### config.mk
export PLATFORM = sky130hd
export DESIGN_NAME = adam_pause_sequencer
export DESIGN_NICKNAME = d
export VERILOG_FILES = /design/src/rtl/adam_pause_sequencer_pkg.sv /design/src/rtl/adam_pause_sequencer_timer.sv /design/src/rtl/adam_pause_sequencer.sv
export SDC_FILE = /design/constraint.sdc
export NUM_CORES = 1
export LEC_CHECK = 0
export BUFFER_PORTS_ARGS = -buffer_cell sky130_fd_sc_hd__buf_4
export CAP_MARGIN = 20
export CORE_ASPECT_RATIO = 1.5
export CORE_UTILIZATION = 30
export DETAILED_ROUTE_END_ITERATION = 12
export MAX_ROUTING_LAYER = met4
export RECOVER_POWER = 50
export SLEW_MARGIN = 25
export SYNTH_ARGS = -nofsm -noshare
export SYNTH_HDL_FRONTEND = slang
export SYNTH_SLANG_ARGS = --single-unit
export TNS_END_PERCENT = 50
### constraint.sdc
create_clock -name clk -period 2.5 [get_ports clk]
set_input_delay 0.25 -clock clk [delete_from_list [all_inputs] [get_ports clk]]
set_output_delay 0.25 -clock clk [all_outputs]
set_load 0.02 [all_outputs]
### src/rtl/adam_pause_sequencer_pkg.sv
// Shared types for the pause sequencer: FSM state encoding and index sizing.
package adam_pause_sequencer_pkg;

    typedef enum logic [2:0] {
        RUN,
        PAUSE_TGT,
        RST_ON,
        PAUSED,
        RST_HOLD,
        RESUME_TGT
    } state_t;

    // Index width never collapses to zero bits, even for a single target.
    function automatic int idx_width(input int n);
        return (n > 1) ? $clog2(n) : 1;
    endfunction

endpackage

### src/rtl/adam_pause_sequencer_timer.sv
// Loadable down-counter that saturates at zero; expired is high while the count is zero.
module adam_pause_sequencer_timer #(
    parameter int WIDTH = 8
) (
    input  logic             clk,
    input  logic             rst,
    input  logic             load,
    input  logic [WIDTH-1:0] load_val,
    output logic             expired
);

    logic [WIDTH-1:0] count;

    always_ff @(posedge clk or posedge rst) begin
        if (rst) begin
            count <= '0;
        end else if (load) begin
            count <= load_val;
        end else if (count != '0) begin
            count <= count - 1'b1;
        end
    end

    assign expired = (count == '0);

endmodule

### src/rtl/adam_pause_sequencer.sv
// Pauses targets in reverse order, pulses their resets, and resumes them in forward order,
// one req/ack handshake at a time, with a shared timer for the reset window and ack timeouts.
module adam_pause_sequencer
    import adam_pause_sequencer_pkg::*;
#(
    parameter int NO_TGTS    = 4,
    parameter int RST_CYCLES = 4,
    parameter int TIMEOUT    = 256
) (
    input  logic                              clk,
    input  logic                              rst,
    input  logic                              pause_req,
    output logic                              pause_ack,
    input  logic [NO_TGTS-1:0]                en_mask,
    output logic [NO_TGTS-1:0]                tgt_rst,
    output logic [NO_TGTS-1:0]                tgt_pause_req,
    input  logic [NO_TGTS-1:0]                tgt_pause_ack,
    output logic                              busy,
    output logic                              timeout_err,
    output logic [idx_width(NO_TGTS)-1:0]     timeout_idx,
    input  logic                              err_clr
);

    localparam int IDX_W = idx_width(NO_TGTS);
    localparam int TMAX  = (TIMEOUT > RST_CYCLES) ? TIMEOUT : RST_CYCLES;
    localparam int TW    = $clog2(TMAX + 1);

    typedef logic [IDX_W-1:0] idx_t;

    localparam idx_t        LAST_IDX  = idx_t'(NO_TGTS - 1);
    localparam logic [TW-1:0] TO_LOAD   = TW'(TIMEOUT - 1);
    localparam logic [TW-1:0] HOLD_LOAD = TW'(RST_CYCLES - 1);

    state_t              state, state_next;
    idx_t                idx, idx_next, idx_dn, idx_up;
    logic [NO_TGTS-1:0]  mask, mask_next;
    logic [NO_TGTS-1:0]  rst_next, req_next;
    logic                err_next;
    idx_t                err_idx_next;
    logic                timer_load, timer_expired;
    logic [TW-1:0]       timer_val;

    assign idx_dn = idx - idx_t'(1);
    assign idx_up = idx + idx_t'(1);

    adam_pause_sequencer_timer #(.WIDTH(TW)) u_timer (
        .clk      (clk),
        .rst      (rst),
        .load     (timer_load),
        .load_val (timer_val),
        .expired  (timer_expired)
    );

    always_ff @(posedge clk or posedge rst) begin
        if (rst) begin
            state         <= PAUSED;
            idx           <= '0;
            mask          <= '0;
            tgt_rst       <= '1;
            tgt_pause_req <= '1;
            timeout_err   <= 1'b0;
            timeout_idx   <= '0;
        end else begin
            state         <= state_next;
            idx           <= idx_next;
            mask          <= mask_next;
            tgt_rst       <= rst_next;
            tgt_pause_req <= req_next;
            timeout_err   <= err_next;
            timeout_idx   <= err_idx_next;
        end
    end

    // Every handshake step reloads the timer, so the ack wait restarts per target.
    always_comb begin
        state_next   = state;
        idx_next     = idx;
        mask_next    = mask;
        rst_next     = tgt_rst;
        req_next     = tgt_pause_req;
        err_next     = timeout_err;
        err_idx_next = timeout_idx;
        timer_load   = 1'b0;
        timer_val    = TO_LOAD;

        if (err_clr) begin
            err_next     = 1'b0;
            err_idx_next = '0;
        end

        case (state)
            RUN: begin
                if (pause_req) begin
                    mask_next  = en_mask;
                    idx_next   = LAST_IDX;
                    state_next = PAUSE_TGT;
                    timer_load = 1'b1;
                    if (en_mask[LAST_IDX]) req_next[LAST_IDX] = 1'b1;
                end
            end
            PAUSE_TGT: begin
                if (!mask[idx] || tgt_pause_ack[idx] || timer_expired) begin
                    if (mask[idx] && !tgt_pause_ack[idx]) begin
                        err_next     = 1'b1;
                        err_idx_next = idx;
                    end
                    timer_load = 1'b1;
                    if (idx == '0) begin
                        state_next = RST_ON;
                        rst_next   = tgt_rst | mask;
                    end else begin
                        idx_next = idx_dn;
                        if (mask[idx_dn]) req_next[idx_dn] = 1'b1;
                    end
                end
            end
            RST_ON: begin
                state_next = PAUSED;
            end
            PAUSED: begin
                if (!pause_req) begin
                    mask_next  = en_mask;
                    state_next = RST_HOLD;
                    timer_load = 1'b1;
                    timer_val  = HOLD_LOAD;
                end
            end
            RST_HOLD: begin
                if (timer_expired) begin
                    rst_next   = tgt_rst & ~mask;
                    idx_next   = '0;
                    state_next = RESUME_TGT;
                    timer_load = 1'b1;
                    if (mask[0]) req_next[0] = 1'b0;
                end
            end
            RESUME_TGT: begin
                if (!mask[idx] || !tgt_pause_ack[idx] || timer_expired) begin
                    if (mask[idx] && tgt_pause_ack[idx]) begin
                        err_next     = 1'b1;
                        err_idx_next = idx;
                    end
                    timer_load = 1'b1;
                    if (idx == LAST_IDX) begin
                        state_next = RUN;
                    end else begin
                        idx_next = idx_up;
                        if (mask[idx_up]) req_next[idx_up] = 1'b0;
                    end
                end
            end
            default: begin
                state_next = PAUSED;
            end
        endcase
    end

    assign busy      = (state != RUN) && (state != PAUSED);
    assign pause_ack = (state == PAUSED) || (state == RST_HOLD) || (state == RESUME_TGT);

endmodule
==> impl_metrics.json, run 1 <==
{
  "status": "finished, violations left",
  "violations": "max-capacitance violations, max-slew violations",
  "nNetsFinal": 231,
  "first_pass_iters": 4,
  "worst_slew_margin_rel_pct": -5.336,
  "count_of_flip_flops_with_a_built_in_enable_after_synthesis": 0,
  "r2r-end": "tgt_pause_req[2]$_DFFE_PP1P_",
  "min_period_ns": 2.167,
  "hold_path_depth": 2,
  "ys_types": 47,
  "critPathMaxFanout": 10,
  "grt_setup_unrepaired": "no",
  "ys_ff_latch": 29,
  "h-tree-depth": 2,
  "clkSinkCount": 29,
  "timing.critical_path.to_type": "flip-flop",
  "grt_antenna_before_repair": 0,
  "core_area_um2": 5828,
  "synthesis.nets": 201,
  "grt_first_pass_wirelength_um": 6789,
  "route.detailed.drc": 0,
  "filler_cell_count": 604,
  "cts.path.max_buffers": 2,
  "die_h_um": 97.64,
  "register_area_um2": 738.2,
  "wirelength_um": 3957,
  "rr_startpoint": "idx[0]$_DFFE_PP0P_",
  "worstSetupPathType": "flip-flop to flip-flop",
  "place_hpwl_um": 3059,
  "io_pins": 25,
  "gpl.final_weighted_congestion": 0.8748,
  "ys.warnings.count": 0,
  "critPathLaunchType": "flip-flop",
  "layout.cells.most_common_list": "sky130_fd_sc_hd__nand2_1 (22), sky130_fd_sc_hd__buf_4 (20), sky130_fd_sc_hd__dfrtp_1 (19), sky130_fd_sc_hd__o21ai_0 (15), sky130_fd_sc_hd__inv_1 (13)",
  "critical_path_arrival_ns": 2.37,
  "worst_slew_pin_slew_ns": 1.580,
  "synth_top_area_cell": "sky130_fd_sc_hd__dfrtp_1",
  "synth.avg_cell_area_um2": 10.05,
  "grt_max_degree": 30,
  "root_buffer": "sky130_fd_sc_hd__clkbuf_8",
  "top_post_synthesis_cells_by_area": "sky130_fd_sc_hd__dfrtp_1 (26%), sky130_fd_sc_hd__dfstp_2 (14%), sky130_fd_sc_hd__mux2i_1 (4.9%)",
  "worstHoldEndpoint": "mask[0]$_DFFE_PP0P_",
  "finalCritPeriodShare_pct": 86.70,
  "synth_async_sr_flop_share_pct": 100.0,
  "cts_tree": "done",
  "min_path_type": "input port to flip-flop",
  "power_leakage_nw": 0.9251,
  "cts.clk_slew.worst_paths_ns": 0.06,
  "synth-seq-area-share_pct": 40.36,
  "cts_hold_repair.buffers": 0,
  "fin_tns_setup_ns": 0,
  "required_ns": 2.70,
  "worst_skew_pair.late_latency_ns": 0.28,
  "port_buffers": 24,
  "post_synth_instance_area_um2": 1829,
  "track_usage_pct": 14.27,
  "via_per_inst": 4.926,
  "cts_made_buffers": 5,
  "synthCells": 182,
  "final-hold-violation-count": 0,
  "initial_utilization_pct": 31.39,
  "route.vias.total": 1404,
  "report.final.setup_viol": 0,
  "flow.area_growth_from_synthesis_pct": 18.19,
  "first_global_vias": 1429,
  "routed_wire_length_per_instance_um": 13.88,
  "clock_skew_ns": 0.01103,
  "drt_iter0_drc": 35,
  "total_setup_buffers_inserted_after_cts": 0,
  "post_cts_resized": 0,
  "rrSetupSlack_ns": 0.33,
  "report.power.total_w": 0.002527,
  "grt.overflow.total": 0,
  "timing.reg2reg.worst_path_depth": 7,
  "max-cap-violations": 1,
  "final_common_cell": "sky130_fd_sc_hd__nand2_1",
  "yosysTopAreaCellShare_pct": 25.99,
  "die_area_um2": 6420,
  "drive_above_1_share_pct": 24.88,
  "vdd_drop_max_mv": 0.5165,
  "postSynth.topFlopCell": "sky130_fd_sc_hd__dfrtp_1",
  "multi_input_logic_area_um2": 1011,
  "final_max_slew_viols": 30,
  "hp_start": "en_mask[0]",
  "die_w_um": 65.76,
  "insertedDiodeCount": 0,
  "timing.fmax_mhz": 461.4,
  "antenna_left": 0,
  "power_per_cell_area_nw_per_um2": 1169,
  "core.rowCount": 34
}
synthesized netlist by cell type (2+ instances only):
cell	instances
sky130_fd_sc_hd__nand2_1	22
sky130_fd_sc_hd__dfrtp_1	19
sky130_fd_sc_hd__o21ai_0	15
sky130_fd_sc_hd__inv_1	13
sky130_fd_sc_hd__a21oi_1	12
sky130_fd_sc_hd__dfstp_2	10
sky130_fd_sc_hd__mux2i_1	9
sky130_fd_sc_hd__nor2_1	8
sky130_fd_sc_hd__a31oi_1	7
sky130_fd_sc_hd__ha_1	7
sky130_fd_sc_hd__mux2_2	5
sky130_fd_sc_hd__xnor2_1	5
sky130_fd_sc_hd__and3_1	3
sky130_fd_sc_hd__nand2b_1	3
sky130_fd_sc_hd__nand3_1	3
sky130_fd_sc_hd__nor2b_1	3
sky130_fd_sc_hd__xor2_1	3
sky130_fd_sc_hd__clkbuf_1	2
sky130_fd_sc_hd__nand3b_1	2
sky130_fd_sc_hd__nor3_1	2
sky130_fd_sc_hd__nor3b_1	2
sky130_fd_sc_hd__o2bb2ai_1	2
through the flow:
step                      worst slack [ns]  hold slack [ns]  area (um^2)  utilization [%]  instances
after global placement              0.3749           0.3610         2098            36.00        277
after detailed placement            0.3563           0.3617         2098            36.00        277
final                               0.3325           0.2027         2162            37.10        285
after CTS                           0.3256          0.05404         2188            37.55        285
after global routing                0.1712           0.1970         2162            37.10        285
after floorplan                     0.6955           0.3207         1829                -        182
worst max-delay path, cell delays in order, from the launching register on:
cell and delay (ns):
sky130_fd_sc_hd__dfrtp_1 0.57, sky130_fd_sc_hd__inv_1 0.15, sky130_fd_sc_hd__ha_1 0.34, sky130_fd_sc_hd__xor2_1 0.19, sky130_fd_sc_hd__mux2i_1 0.32, sky130_fd_sc_hd__and3_1 0.27
sky130_fd_sc_hd__a31oi_1 0.10, sky130_fd_sc_hd__o2bb2ai_1 0.16
how the worst max path moves through the flow:
stage / startpoint / endpoint / slack [ns] / cells after the start
floorplan: idx[0]$_DFFE_PP0P_ / timeout_err$_DFF_PP0_ / 0.70 / 5
global placement: idx[0]$_DFFE_PP0P_ / tgt_pause_req[2]$_DFFE_PP1P_ / 0.37 / 7
detailed placement: idx[0]$_DFFE_PP0P_ / tgt_pause_req[2]$_DFFE_PP1P_ / 0.36 / 7
CTS: idx[0]$_DFFE_PP0P_ / tgt_pause_req[2]$_DFFE_PP1P_ / 0.33 / 7
global route: idx[0]$_DFFE_PP0P_ / tgt_pause_req[2]$_DFFE_PP1P_ / 0.17 / 7
finish: idx[0]$_DFFE_PP0P_ / tgt_pause_req[2]$_DFFE_PP1P_ / 0.33 / 7
cell families (layout without fill, tap and decap cells):
| kind of cell | Yosys count | in the layout | share of synthesized area (%) |
|---|---|---|---|
| AND/OR/NAND/NOR | 58 | 58 | 19.08 |
| multiplexers | 16 | 16 | 10.67 |
| flip-flops | 29 | 29 | 40.36 |
| adder cells (fa/ha/maj) | 7 | 7 | 4.788 |
| buffers and inverters | 18 | 49 | 4.378 |
| AO/OA/AOI/OAI | 45 | 45 | 15.39 |
| XOR/XNOR | 9 | 9 | 5.336 |
cell type report:
cell class                      instances  share of cell area, %
Timing Repair Buffer                   28                  8.507
Sequential cell                        29                  34.14
Inverter                               13                  2.257
Tap cell                               72                  4.167
Multi-Input combinational cell        135                  46.76
Clock buffer                            8                  4.167
power by group:
group / switching, W / internal [W] / total [W]
clock network: 0.000167 / 0.000224 / 0.000391
logic: 0.000665 / 0.000575 / 0.00124
registers: 0.000240 / 0.000656 / 0.000896
per-layer routing:
metal  up-vias  global-route usage (%)  part of all wire (%)
met5         -                       -                     0
met4         0                   6.355                   2.9
met3         9                   3.286                   3.2
met2        25                   23.00                    51
met1       669                   16.46                    42
li1        701                       -                     -
(Power assumes the default switching activity.)
==> inputs of run 2 (changes only) <==
==> constraint.sdc (replaced) <==
create_clock -name clk -period 1.7 [get_ports clk]
set_input_delay 0.17 -clock clk [delete_from_list [all_inputs] [get_ports clk]]
set_output_delay 0.17 -clock clk [all_outputs]
set_load 0.02 [all_outputs]
==> run 2 against run 1 <==
The run ends with negative setup slack left; sequential share of layout area decreased by 7.2 points; critical path depth decreased by 2; highest routed layer unchanged; clock-buffer cell count unchanged; clock skew increased by 0.0030 ns; global-route usage increased by 3.5 points.
==> impl_metrics.json, run 2 (synthesis gave the netlist of run 1 again) <==
{
  "timing.critical_path.buf_inv": 0,
  "route.vias.total": 1680,
  "cts_tree": "done",
  "nNetsFinal": 274,
  "grt_max_degree": 30,
  "timing.critical_path.to_type": "flip-flop",
  "critPathMaxFanout": 6,
  "report.final.setup_viol": 23,
  "sw_frac_of_total_pct": 41.83,
  "drive_above_1_share_pct": 51.17,
  "slowest_cell_on_the_critical_path": "sky130_fd_sc_hd__mux4_2",
  "required_ns": 1.88,
  "largest_stage_delay_on_the_critical_path_ns": 0.58,
  "grt_setup_unrepaired": "yes",
  "root_buffer": "sky130_fd_sc_hd__clkbuf_8",
  "track_usage_pct": 17.78,
  "port_buffers": 24,
  "route.detailed.drc": 0,
  "worstSetupPathType": "flip-flop to flip-flop",
  "placedCellCount": 310,
  "worst_slew_pin_slew_ns": 0.7104,
  "multi_input_logic_area_um2": 1190,
  "io_pins": 25,
  "core.rowCount": 34,
  "insertedDiodeCount": 0,
  "wirelength_um": 5041,
  "timing.final.ws_setup_ns": -0.1244,
  "place_hpwl_um": 3688,
  "clock_power_share_pct": 11.3,
  "final_max_slew_viols": 0,
  "h-tree-depth": 2,
  "cp_top_family": "multiplexers",
  "power.share.combinational_pct": 64.5,
  "grt_antenna_before_repair": 0,
  "cts_made_buffers": 5,
  "final-hold-violation-count": 0,
  "filler_cell_count": 523,
  "via_per_inst": 5.122,
  "first_global_vias": 1798,
  "power_switching_w": 0.002043,
  "core_area_um2": 5828,
  "status": "finished, violations left",
  "cts.path.max_buffers": 2,
  "critical_path_arrival_ns": 2.00,
  "max-cap-violations": 0,
  "min_path_type": "input port to flip-flop",
  "cp_cell_sequence": "mux4_2 -> xnor2_4 -> nand3_4 -> and3_4 -> mux2i_1",
  "layout.cells.most_common_list": "sky130_fd_sc_hd__buf_4 (60), sky130_fd_sc_hd__nand2_1 (18), sky130_fd_sc_hd__dfrtp_1 (17)",
  "cellInternalPower_w": 0.002841,
  "clkSinkCount": 29,
  "initial_utilization_pct": 31.39,
  "finalCritPeriodShare_pct": 107.3,
  "gpl.final_weighted_congestion": 0.9766,
  "timing.fmax_mhz": 548.1,
  "worst_slew_margin_rel_pct": 52.64,
  "post-route-cell-area_um2": 2748,
  "power.sequential.fraction_pct": 24.2,
  "vdd_drop_max_mv": 1.242,
  "flow.area_growth_from_synthesis_pct": 50.21,
  "final_common_cell": "sky130_fd_sc_hd__buf_4",
  "die_w_um": 65.76,
  "final.hold.worst_slack_ns": 0.1214,
  "routed_wire_length_per_instance_um": 15.37,
  "power_leakage_nw": 1.206,
  "min_period_ns": 1.824,
  "grt_first_pass_wirelength_um": 8445,
  "die_h_um": 97.64,
  "dpl_cell_area_um2": 2361,
  "critPathLaunchType": "flip-flop",
  "antenna_left": 0,
  "cts.clk_slew.worst_paths_ns": 0.07,
  "register_area_um2": 740.7,
  "grt.overflow.total": 0,
  "fin_util_pct": 47.14,
  "rrSetupSlack_ns": -0.12,
  "die_area_um2": 6420,
  "worst_skew_pair.late_latency_ns": 0.29,
  "first_pass_iters": 4,
  "clock_skew_ns": 0.01407,
  "count_of_placed_standard_cells_in_the_final_layout_fillers_left_out": 328,
  "power_per_cell_area_nw_per_um2": 1778,
  "violations": "negative setup slack",
  "drt_iter0_drc": 46
}
-- run 2: cell types whose count changed in the layout (fill, tap and decap cells not counted), moves of 3 or more --
cell and change:
sky130_fd_sc_hd__buf_4 +40, sky130_fd_sc_hd__clkbuf_1 -6, sky130_fd_sc_hd__o21ai_0 -5, sky130_fd_sc_hd__buf_12 +4, sky130_fd_sc_hd__buf_6 +4, sky130_fd_sc_hd__nand2_1 -4
sky130_fd_sc_hd__inv_1 -3, sky130_fd_sc_hd__inv_2 +3, sky130_fd_sc_hd__nand2_2 +3, sky130_fd_sc_hd__o21ai_1 +3
-- run 2: worst paths after layout --
kind | depth (start not counted) | endpoint | from
min in group asynchronous | 4 | state[2]$_DFFE_PP0P_ | rst
min reg2reg | 1 | timeout_err$_DFF_PP0_ | timeout_err$_DFF_PP0_
max | 5 | idx[0]$_DFFE_PP0P_ | idx[0]$_DFFE_PP0P_
max reg2reg | 5 | idx[0]$_DFFE_PP0P_ | idx[0]$_DFFE_PP0P_
min | 2 | mask[2]$_DFFE_PP0P_ | en_mask[2]
max in group asynchronous | 4 | idx[0]$_DFFE_PP0P_ | rst
-- run 2: routing by layer --
metal	GRT usage (%)	vias up	wire length, um
met5	-	-	0
met4	7.860	0	158
met3	2.230	20	140
met2	31.87	48	2832
met1	18.69	824	1910
li1	-	788	-
-- run 2: timing repair --
item	CTS	global route
endpoints found under the setup margin	27	30
hold endpoints to repair	19	0
gates resized for setup	27	19
buffers inserted	8	1
hold buffers	1	0
pin swaps	11	9
-- run 2: power by group through the flow --
| stage | Clock (W) | Combinational [W] | Sequential [W] |
|---|---|---|---|
| 2_1_floorplan | 0 | 0.00151 | 0.00122 |
| 3_3_place_gp | 0 | 0.00247 | 0.00117 |
| 3_5_place_dp | 0 | 0.00249 | 0.00117 |
| 4_1_cts | 0.000566 | 0.00289 | 0.00117 |
| 5_1_grt | 0.000593 | 0.00339 | 0.00121 |
| 6_report | 0.000553 | 0.00315 | 0.00118 |
-- run 2: final cells by class --
type	count	area share (%)
tap	72	3.279
clock buffer	8	2.914
sequential	29	26.96
inverter	13	1.776
multi-input combinational	135	43.31
timing repair buffer	71	21.77
-- run 2: worst reg2reg max path: cells and delay by family (launching register included) --
kind / cells / cell delay [ns]
flip-flops: 1 / 0.42
XOR/XNOR: 1 / 0.24
AND/OR/NAND/NOR: 2 / 0.35
multiplexers: 2 / 0.70
-- run 2: through the flow --
stage | total power, W | worst slack (ns) | TNS, ns
after floorplan | 0.002731 | -0.09902 | -1.068
after global placement | 0.003636 | -0.2446 | -2.772
after detailed placement | 0.003663 | -0.2493 | -3.293
after CTS | 0.004627 | -0.1052 | -1.393
after global routing | 0.005201 | -0.1849 | -3.317
final | 0.004885 | -0.1244 | -1.252
